[src/rtl/wb_pkg.sv]
// Shared types and constants for the Wishbone instruction/data arbiter.
package wb_pkg;

    typedef enum logic [1:0] {
        IDLE  = 2'd0,
        GNT_I = 2'd1,
        GNT_D = 2'd2
    } arb_state_t;

    localparam logic [1:0] OWNER_NONE  = 2'b00;
    localparam logic [1:0] OWNER_INSTR = 2'b01;
    localparam logic [1:0] OWNER_DATA  = 2'b10;

endpackage

[src/rtl/wishbone.sv]
// Classic Wishbone bus bundle; MASTER drives the request side, SLAVE answers.
interface wishbone #(
    parameter int XLEN = 32
);
    logic              cyc;
    logic              stb;
    logic              we;
    logic [XLEN-1:0]   adr;
    logic [XLEN/8-1:0] sel;
    logic [XLEN-1:0]   dat_w;
    logic [XLEN-1:0]   dat_r;
    logic              ack;
    logic              err;

    modport MASTER (
        output cyc, stb, we, adr, sel, dat_w,
        input  dat_r, ack, err
    );

    modport SLAVE (
        input  cyc, stb, we, adr, sel, dat_w,
        output dat_r, ack, err
    );
endinterface

[src/rtl/wb_arbiter.sv]
// Two-requester Wishbone arbiter: instruction and data ports share one memory
// port. Round-robin on contention, grant held for the whole cyc, and a wait
// timeout that answers the owner with err when memory never acknowledges.
module wb_arbiter
    import wb_pkg::*;
#(
    parameter int XLEN    = 32,
    parameter int TIMEOUT = 16
) (
    input  logic       clk,
    input  logic       rst_n,
    wishbone.SLAVE     instr_bus,
    wishbone.SLAVE     data_bus,
    wishbone.MASTER    mem_bus,
    output logic [1:0] owner
);

    // Counter wide enough to hold TIMEOUT; a TIMEOUT of 0 never fires.
    localparam int            CW     = (TIMEOUT < 1) ? 1 : $clog2(TIMEOUT + 1);
    localparam logic [CW-1:0] TO_MAX = CW'(TIMEOUT);

    arb_state_t    state;
    arb_state_t    state_next;
    logic          last_gnt_d;
    logic [CW-1:0] wait_cnt;
    logic          req_i;
    logic          req_d;
    logic          own_cyc;
    logic          own_stb;
    logic          timeout_hit;

    assign req_i       = instr_bus.cyc & instr_bus.stb;
    assign req_d       = data_bus.cyc & data_bus.stb;
    assign timeout_hit = (TIMEOUT != 0) && (state != IDLE) && (wait_cnt == TO_MAX);

    // Select the cyc/stb of whichever port currently owns the memory bus.
    always_comb begin
        own_cyc = 1'b0;
        own_stb = 1'b0;
        case (state)
            GNT_I: begin
                own_cyc = instr_bus.cyc;
                own_stb = instr_bus.stb;
            end
            GNT_D: begin
                own_cyc = data_bus.cyc;
                own_stb = data_bus.stb;
            end
            default: begin
                own_cyc = 1'b0;
                own_stb = 1'b0;
            end
        endcase
    end

    // State register.
    always_ff @(posedge clk) begin
        if (!rst_n) begin
            state <= IDLE;
        end else begin
            state <= state_next;
        end
    end

    // Grant from IDLE only; a grant always ends back in IDLE before the next one.
    always_comb begin
        state_next = state;
        case (state)
            IDLE: begin
                if (req_i && req_d) begin
                    state_next = last_gnt_d ? GNT_I : GNT_D;
                end else if (req_i) begin
                    state_next = GNT_I;
                end else if (req_d) begin
                    state_next = GNT_D;
                end
            end
            GNT_I, GNT_D: begin
                if (!own_cyc || timeout_hit) begin
                    state_next = IDLE;
                end
            end
            default: state_next = IDLE;
        endcase
    end

    // Remember which port was granted last so a tie goes to the other one.
    always_ff @(posedge clk) begin
        if (!rst_n) begin
            last_gnt_d <= 1'b0;
        end else if (state == IDLE && state_next == GNT_I) begin
            last_gnt_d <= 1'b0;
        end else if (state == IDLE && state_next == GNT_D) begin
            last_gnt_d <= 1'b1;
        end
    end

    // Count cycles the owner strobes without an ack; cleared in IDLE and on ack.
    always_ff @(posedge clk) begin
        if (!rst_n) begin
            wait_cnt <= '0;
        end else if (state == IDLE) begin
            wait_cnt <= '0;
        end else if (mem_bus.ack) begin
            wait_cnt <= '0;
        end else if (own_stb && !timeout_hit && wait_cnt != TO_MAX) begin
            wait_cnt <= wait_cnt + 1'b1;
        end
    end

    // Steer the owner onto the memory bus and route responses back to it only.
    always_comb begin
        owner           = OWNER_NONE;
        mem_bus.cyc     = 1'b0;
        mem_bus.stb     = 1'b0;
        mem_bus.we      = 1'b0;
        mem_bus.adr     = {XLEN{1'b0}};
        mem_bus.sel     = '0;
        mem_bus.dat_w   = {XLEN{1'b0}};
        instr_bus.dat_r = mem_bus.dat_r;
        instr_bus.ack   = 1'b0;
        instr_bus.err   = 1'b0;
        data_bus.dat_r  = mem_bus.dat_r;
        data_bus.ack    = 1'b0;
        data_bus.err    = 1'b0;
        case (state)
            GNT_I: begin
                owner         = OWNER_INSTR;
                mem_bus.cyc   = instr_bus.cyc;
                mem_bus.stb   = instr_bus.stb & ~timeout_hit;
                mem_bus.we    = instr_bus.we;
                mem_bus.adr   = instr_bus.adr;
                mem_bus.sel   = instr_bus.sel;
                mem_bus.dat_w = instr_bus.dat_w;
                instr_bus.ack = mem_bus.ack & ~timeout_hit;
                instr_bus.err = mem_bus.err | timeout_hit;
            end
            GNT_D: begin
                owner         = OWNER_DATA;
                mem_bus.cyc   = data_bus.cyc;
                mem_bus.stb   = data_bus.stb & ~timeout_hit;
                mem_bus.we    = data_bus.we;
                mem_bus.adr   = data_bus.adr;
                mem_bus.sel   = data_bus.sel;
                mem_bus.dat_w = data_bus.dat_w;
                data_bus.ack  = mem_bus.ack & ~timeout_hit;
                data_bus.err  = mem_bus.err | timeout_hit;
            end
            default: begin
                owner = OWNER_NONE;
            end
        endcase
    end

endmodule

[src/flat_wrapper.sv]
// flat-port wrapper written by rule: the top's interface ports become plain ports
module wb_arbiter_flat import wb_pkg::*;
#(
    parameter int XLEN    = 32,
    parameter int TIMEOUT = 16
)
  (clk, rst_n, owner, instr_bus_cyc, instr_bus_stb, instr_bus_we, instr_bus_adr, instr_bus_sel, instr_bus_dat_w, instr_bus_dat_r, instr_bus_ack, instr_bus_err, data_bus_cyc, data_bus_stb, data_bus_we, data_bus_adr, data_bus_sel, data_bus_dat_w, data_bus_dat_r, data_bus_ack, data_bus_err, mem_bus_cyc, mem_bus_stb, mem_bus_we, mem_bus_adr, mem_bus_sel, mem_bus_dat_w, mem_bus_dat_r, mem_bus_ack, mem_bus_err);
  wishbone #(.XLEN(XLEN)) instr_bus_i ();
  wishbone #(.XLEN(XLEN)) data_bus_i ();
  wishbone #(.XLEN(XLEN)) mem_bus_i ();
  input  logic clk;
  input  logic rst_n;
  output logic [1:0] owner;
  input wire logic [$bits(instr_bus_i.cyc)-1:0] instr_bus_cyc;
  input wire logic [$bits(instr_bus_i.stb)-1:0] instr_bus_stb;
  input wire logic [$bits(instr_bus_i.we)-1:0] instr_bus_we;
  input wire logic [$bits(instr_bus_i.adr)-1:0] instr_bus_adr;
  input wire logic [$bits(instr_bus_i.sel)-1:0] instr_bus_sel;
  input wire logic [$bits(instr_bus_i.dat_w)-1:0] instr_bus_dat_w;
  output wire logic [$bits(instr_bus_i.dat_r)-1:0] instr_bus_dat_r;
  output wire logic [$bits(instr_bus_i.ack)-1:0] instr_bus_ack;
  output wire logic [$bits(instr_bus_i.err)-1:0] instr_bus_err;
  input wire logic [$bits(data_bus_i.cyc)-1:0] data_bus_cyc;
  input wire logic [$bits(data_bus_i.stb)-1:0] data_bus_stb;
  input wire logic [$bits(data_bus_i.we)-1:0] data_bus_we;
  input wire logic [$bits(data_bus_i.adr)-1:0] data_bus_adr;
  input wire logic [$bits(data_bus_i.sel)-1:0] data_bus_sel;
  input wire logic [$bits(data_bus_i.dat_w)-1:0] data_bus_dat_w;
  output wire logic [$bits(data_bus_i.dat_r)-1:0] data_bus_dat_r;
  output wire logic [$bits(data_bus_i.ack)-1:0] data_bus_ack;
  output wire logic [$bits(data_bus_i.err)-1:0] data_bus_err;
  output wire logic [$bits(mem_bus_i.cyc)-1:0] mem_bus_cyc;
  output wire logic [$bits(mem_bus_i.stb)-1:0] mem_bus_stb;
  output wire logic [$bits(mem_bus_i.we)-1:0] mem_bus_we;
  output wire logic [$bits(mem_bus_i.adr)-1:0] mem_bus_adr;
  output wire logic [$bits(mem_bus_i.sel)-1:0] mem_bus_sel;
  output wire logic [$bits(mem_bus_i.dat_w)-1:0] mem_bus_dat_w;
  input wire logic [$bits(mem_bus_i.dat_r)-1:0] mem_bus_dat_r;
  input wire logic [$bits(mem_bus_i.ack)-1:0] mem_bus_ack;
  input wire logic [$bits(mem_bus_i.err)-1:0] mem_bus_err;
  assign instr_bus_i.cyc = instr_bus_cyc;
  assign instr_bus_i.stb = instr_bus_stb;
  assign instr_bus_i.we = instr_bus_we;
  assign instr_bus_i.adr = instr_bus_adr;
  assign instr_bus_i.sel = instr_bus_sel;
  assign instr_bus_i.dat_w = instr_bus_dat_w;
  assign instr_bus_dat_r = instr_bus_i.dat_r;
  assign instr_bus_ack = instr_bus_i.ack;
  assign instr_bus_err = instr_bus_i.err;
  assign data_bus_i.cyc = data_bus_cyc;
  assign data_bus_i.stb = data_bus_stb;
  assign data_bus_i.we = data_bus_we;
  assign data_bus_i.adr = data_bus_adr;
  assign data_bus_i.sel = data_bus_sel;
  assign data_bus_i.dat_w = data_bus_dat_w;
  assign data_bus_dat_r = data_bus_i.dat_r;
  assign data_bus_ack = data_bus_i.ack;
  assign data_bus_err = data_bus_i.err;
  assign mem_bus_cyc = mem_bus_i.cyc;
  assign mem_bus_stb = mem_bus_i.stb;
  assign mem_bus_we = mem_bus_i.we;
  assign mem_bus_adr = mem_bus_i.adr;
  assign mem_bus_sel = mem_bus_i.sel;
  assign mem_bus_dat_w = mem_bus_i.dat_w;
  assign mem_bus_i.dat_r = mem_bus_dat_r;
  assign mem_bus_i.ack = mem_bus_ack;
  assign mem_bus_i.err = mem_bus_err;
  wb_arbiter #(.XLEN(XLEN), .TIMEOUT(TIMEOUT)) u_core (.clk(clk), .rst_n(rst_n), .instr_bus(instr_bus_i), .data_bus(data_bus_i), .mem_bus(mem_bus_i), .owner(owner));
endmodule
[config.mk]
export PLATFORM = sky130hd
export DESIGN_NAME = wb_arbiter_flat
export DESIGN_NICKNAME = d
export VERILOG_FILES = /design/src/rtl/wb_pkg.sv /design/src/rtl/wishbone.sv /design/src/rtl/wb_arbiter.sv /design/src/flat_wrapper.sv
export SDC_FILE = /design/constraint.sdc
export NUM_CORES = 1
export LEC_CHECK = 0
export CAP_MARGIN = 30
export CORE_AREA = 2 2 123 125
export DETAILED_ROUTE_END_ITERATION = 10
export DIE_AREA = 0 0 125 127
export MAX_ROUTING_LAYER = met4
export PLACE_DENSITY = 0.6
export SYNTH_ARGS = -nofsm -noshare
export SYNTH_HDL_FRONTEND = slang
export SYNTH_SLANG_ARGS = --single-unit
[constraint.sdc]
create_clock -name clk -period 2.1 [get_ports clk]
set_input_delay 0.42 -clock clk [delete_from_list [all_inputs] [get_ports clk]]
set_output_delay 0.42 -clock clk [all_outputs]
set_load 0.01 [all_outputs]
# [Yosys cells after proc, flatten, opt, wreduce, memory -nomap -nowiden]
# Cells that the tools add are included.
[totals] input_bits=178 reg_bits=8
[op_classes] n_reduce_logical=14 mux=18 n_bitwise=8 add_sub_neg=1 n_eq_ne=6
[op_table] op="case mux 32 bit (2 select lines)" n=2
[op_table] op="2-to-1 mux 2 bit" n=5
[op_table] op="case mux 1 bit (2 select lines)" n=4
[op_table] op="case mux 2 bit (2 select lines)" n=2
[op_table] op="case mux 4 bit (2 select lines)" n=1
[op_table] op="logical AND 1 bit" n=6
[op_table] op="adder 5 x 1 -> 5 bit (second input constant)" n=1
[op_table] op="AND 1 bit" n=5
[op_table] op="== test 5 bit (second input constant)" n=1
[op_table] op="!= test 5 bit (second input constant)" n=1
[op_table] op="== test 2 x 1 -> 1 bit (second input constant)" n=2
[op_table] op="== test 2 bit (second input constant)" n=2
[op_table] op="2-to-1 mux 1 bit" n=4
[op_table] op="OR reduction 2 bit" n=2
[op_table] op="OR reduction 3 bit" n=1
[op_table] op="zero test 1 bit" n=2
[op_table] op="zero test 2 bit" n=1
[op_table] op="NOT 1 bit" n=2
[op_table] op="nonzero test 2 bit" n=1
[op_table] op="logical OR 1 bit" n=1
[op_table] op="OR 1 bit" n=1

# [Depth between registers and ports, before layout]
[logic_depth] depth_word=9 ltp_mapped=9 depth_no_buf=7

# [Worst setup path after synthesis]
# OpenSTA, ideal clock, no wires.
[synth_timing] path_type="register to output" from="register u_core.state[0]" to="output mem_bus_adr[26]" arrival_ns=1.501 setup_slack_ns=0.179 n_path_buf=2 stages_incl_launch_ff=6 cell_sequence="dfxtp_1 inv_1 ha_1 clkbuf_1 clkbuf_1 nor2b_1"
[synth_via] elab_chain_len=2 word_cells_on_any_way=3
[synth_rtl] element="from (decl)" line_no="wb_arbiter.sv:22" source="arb_state_t state;"
[synth_rtl] element="from (signal assigned)" line_no="wb_arbiter.sv:61" source="state <= state_next;"
[synth_rtl] element="== test 2 bit or == test 2 x 1 -> 1 bit (tied branches)" line_no="wb_arbiter.sv:126" source="case (state)"
[synth_rtl] element="case mux 32 bit (2 select lines) *" line_no="wb_arbiter.sv:126"
[synth_rtl] element="to (decl)" line_no="flat_wrapper.sv:35" source="output wire logic [$bits(mem_bus_i.adr)-1:0] mem_bus_adr;"
# Mark *: on every way between the ends. The rest lies on a longest branch, timed or not.

# [Worst setup path in the final report]
[layout_timing] from="register u_core.state[1]" to="output mem_bus_adr[1]"
# Same word-level chain as after synthesis.

==> results.json <==
{
  "critPathArrivalTime_ps": 1670,
  "core_um2": 14420,
  "crit_type": "flop to output pin",
  "vias_per_cell": 4.262,
  "hold_ws_ps": 518.0,
  "final_common_cell": "clkdlybuf4s50_1",
  "dr_wl_met3_um": 955,
  "syn_to_final_growth_pct": 112.4,
  "r2r_start": "u_core.state[0]$_SDFF_PN0_",
  "synth_edf_count": 0,
  "synth.area.mux_share": 0.009395,
  "postRouteAntennaNets": 0,
  "grt_first_pass_wirelength_mm": 15.53,
  "final_cell_mix": "147 x clkdlybuf4s50_1, 65 x nor2b_1, 47 x a22oi_1, 34 x buf_2",
  "die_w_um": 125,
  "hold_end": "u_core.last_gnt_d$_SDFFE_PP0P_",
  "rr_worst_depth": 10,
  "hold_violations": 0,
  "ir_worst_vdd_mv": 0.3011,
  "r2r_setup_slack_ps": 170,
  "clk_pin_slew_ps": 40,
  "finalSetupTns_ps": 0,
  "n_antenna_cell": 0,
  "synthXorXnorAreaFrac": 0.01644,
  "power.density_nw_per_um2": 324.3,
  "met1_length_mm": 4.255,
  "max_freq_mhz": 477.9,
  "yosysSeqAreaShare": 0.07516,
  "max_slew_margin": 0.8499,
  "rows": 44,
  "routabilityCongestion": 0.8282,
  "cts_tree": "built",
  "fp.dieH_um": 127,
  "crit_buf_inv": 3,
  "drc": 0,
  "fin_ws_ps": 7.340,
  "synth_compound_area_frac": 0.2918,
  "regToRegEndpoint": "u_core.wait_cnt[3]$_SDFFE_PP0P_",
  "required_ps": 1680,
  "grtUsageTotal": 0.1244,
  "period_share": 0.9965,
  "finalClockSkew_ps": 1.710,
  "synth_fa_ha_area_frac": 0.04698,
  "synth_nets": 481,
  "initial_core_util": 0.1477,
  "cts_sinks": 8,
  "power_w": 0.001468,
  "drv_cap": 0,
  "final_nets": 657,
  "cp-end-kind": "output pin",
  "worstPathCellList": "inv_2 > ha_4 > bufbuf_16 > nor2b_1 > clkdlybuf4s15_2",
  "drt-initial-drc-count": 91,
  "p_leak_nw": 1.665,
  "wl_mm": 10.89,
  "worstSetupStartpointType": "flop",
  "ctsHoldBuffers": 0,
  "ys_seq_elements": 8,
  "yosys_warnings": 0,
  "synthFlopType": "dfxtp_1",
  "top_layer": "met4",
  "synth-simple-area-share": 0.2777,
  "wl_per_cell_um": 16.67,
  "synth_top_family_by_area": "compound AO/OA/AOI/OAI gates",
  "clockBufferDepth": 2,
  "worstHoldStart": "u_core.last_gnt_d$_SDFFE_PP0P_",
  "synth.cell_area_um2": 2131,
  "syn_inst": 295,
  "holdPathStages": 2,
  "hpwl_mm": 7.891,
  "drive_gt1_frac": 0.2836,
  "htreeDepth": 1,
  "drv_slew": 0,
  "critPathTopFamily": "buffers and inverters",
  "clock_latency_ps": 230,
  "rsz0062_at_grt": "true",
  "antenna_found_initial": 0,
  "fillers": 1512,
  "place_ws_ps": -151.5,
  "crit_slowest_cell": "dfxtp_4",
  "dr_wl_met2_mm": 5.363,
  "holdCritPathClass": "flop to flop",
  "cts_root_buf": "clkbuf_16",
  "ys_async_sr_fraction": 0,
  "io_pins": 319,
  "grt_max_degree": 36,
  "gr-total-overflow": 0,
  "fin_crit_ps": 2093,
  "max_stage_delay_ps": 360,
  "die_area_um2": 15880,
  "cts_made_buffers": 3,
  "first_pass_iters": 4,
  "setup_viol": 0,
  "crit_fanout": 19,
  "avgSynthCellArea_um2": 7.223,
  "tightest_slew_ps": 224.9,
  "grt_pass1_vias": 2794,
  "status": "completed",
  "dr_total_vias": 2783,
  "synth_cell_type_count": 33,
  "io_buffers": 222
}
[state kept, by name, indices dropped and copies added (netlist names)]
name / cells
u_core.last_gnt_d: 1
u_core.state: 2
u_core.wait_cnt: 5
[layer usage]
| metal | vias to the layer above | track usage |
|---|---|---|
| li1 | 1326 | - |
| met1 | 1275 | 0.1459 |
| met2 | 147 | 0.2107 |
| met3 | 35 | 0.03392 |
| met4 | 0 | 0.03399 |
| met5 | - | - |
[area by class of cell]
type                            count  area (µm²)  area share
Clock buffer                        3       75.07     0.01659
Inverter                            4       17.52    0.003871
Multi-Input combinational cell    194        1534      0.3390
Sequential cell                     8       167.7     0.03705
Tap cell                          184       230.2     0.05087
Timing Repair Buffer              260        2501      0.5527
[tightest hold or removal path: stages (launching register included)]
cell,delay [ps]
dfxtp_1,330
o21ai_0,80
a21boi_1,60
[synthesized netlist by cell type (all sizes together) (2+ instances only)]
| cell | number | area, µm² |
|---|---|---|
| a22oi | 69 | 518.0 |
| nor2b | 69 | 431.7 |
| buf | 67 | 504.2 |
| clkbuf | 22 | 82.58 |
| dfxtp | 8 | 160.2 |
| ha | 8 | 100.1 |
| nor2 | 7 | 26.28 |
| nand2 | 6 | 22.52 |
| and3 | 4 | 25.02 |
| inv | 4 | 15.01 |
| nand4 | 3 | 18.77 |
| xor2 | 3 | 26.28 |
| a22o | 2 | 17.52 |
| and2 | 2 | 12.51 |
| and3b | 2 | 17.52 |
| mux2i | 2 | 20.02 |
| o2111ai | 2 | 17.52 |
| o21a | 2 | 15.01 |
[report_power, final]
group          switching (W)  internal, W
clock              0.0000716     0.000245
sequential        0.00000808     0.000159
combinational       0.000371     0.000613
[cells by family after synthesis]
| kind of cell | after synthesis |
|---|---|
| flops | 8 |
| fa+ha+maj | 8 |
| buf+inv | 93 |
| mux | 2 |
| compound gates | 82 |
| xor+xnor | 4 |
| simple gates | 98 |
[worst max-delay path by stage]
stage	startpoint	endpoint	slack [ps]	depth (start not counted)
finish	u_core.state[1]$_SDFF_PN0_	mem_bus_adr[1]	7	5
global route	u_core.state[1]$_SDFF_PN0_	mem_bus_adr[1]	-40	5
CTS	u_core.state[1]$_SDFF_PN0_	mem_bus_sel[3]	-80	6
detailed placement	instr_bus_dat_w[13]	mem_bus_dat_w[13]	-150	5
global placement	instr_bus_dat_w[13]	mem_bus_dat_w[13]	-130	5
floorplan	u_core.state[0]$_SDFF_PN0_	mem_bus_adr[26]	180	5
[stage by stage]
stage          utilization  std cells  instance area [µm²]
5_1_grt             0.3138        653                 4526
3_5_place_dp        0.2968        639                 4282
6_report            0.3138        653                 4526
4_1_cts             0.3090        652                 4457
2_1_floorplan            -        295                 2131
3_3_place_gp        0.2968        639                 4282
[repair_timing]
item,4_1_cts,5_1_grt
cloned,4,1
buffers inserted,6,0
pin swaps,3,5
setup endpoints to repair,75,53
resized for setup,216,62
Note: power is estimated with default switching activity, not from simulation.
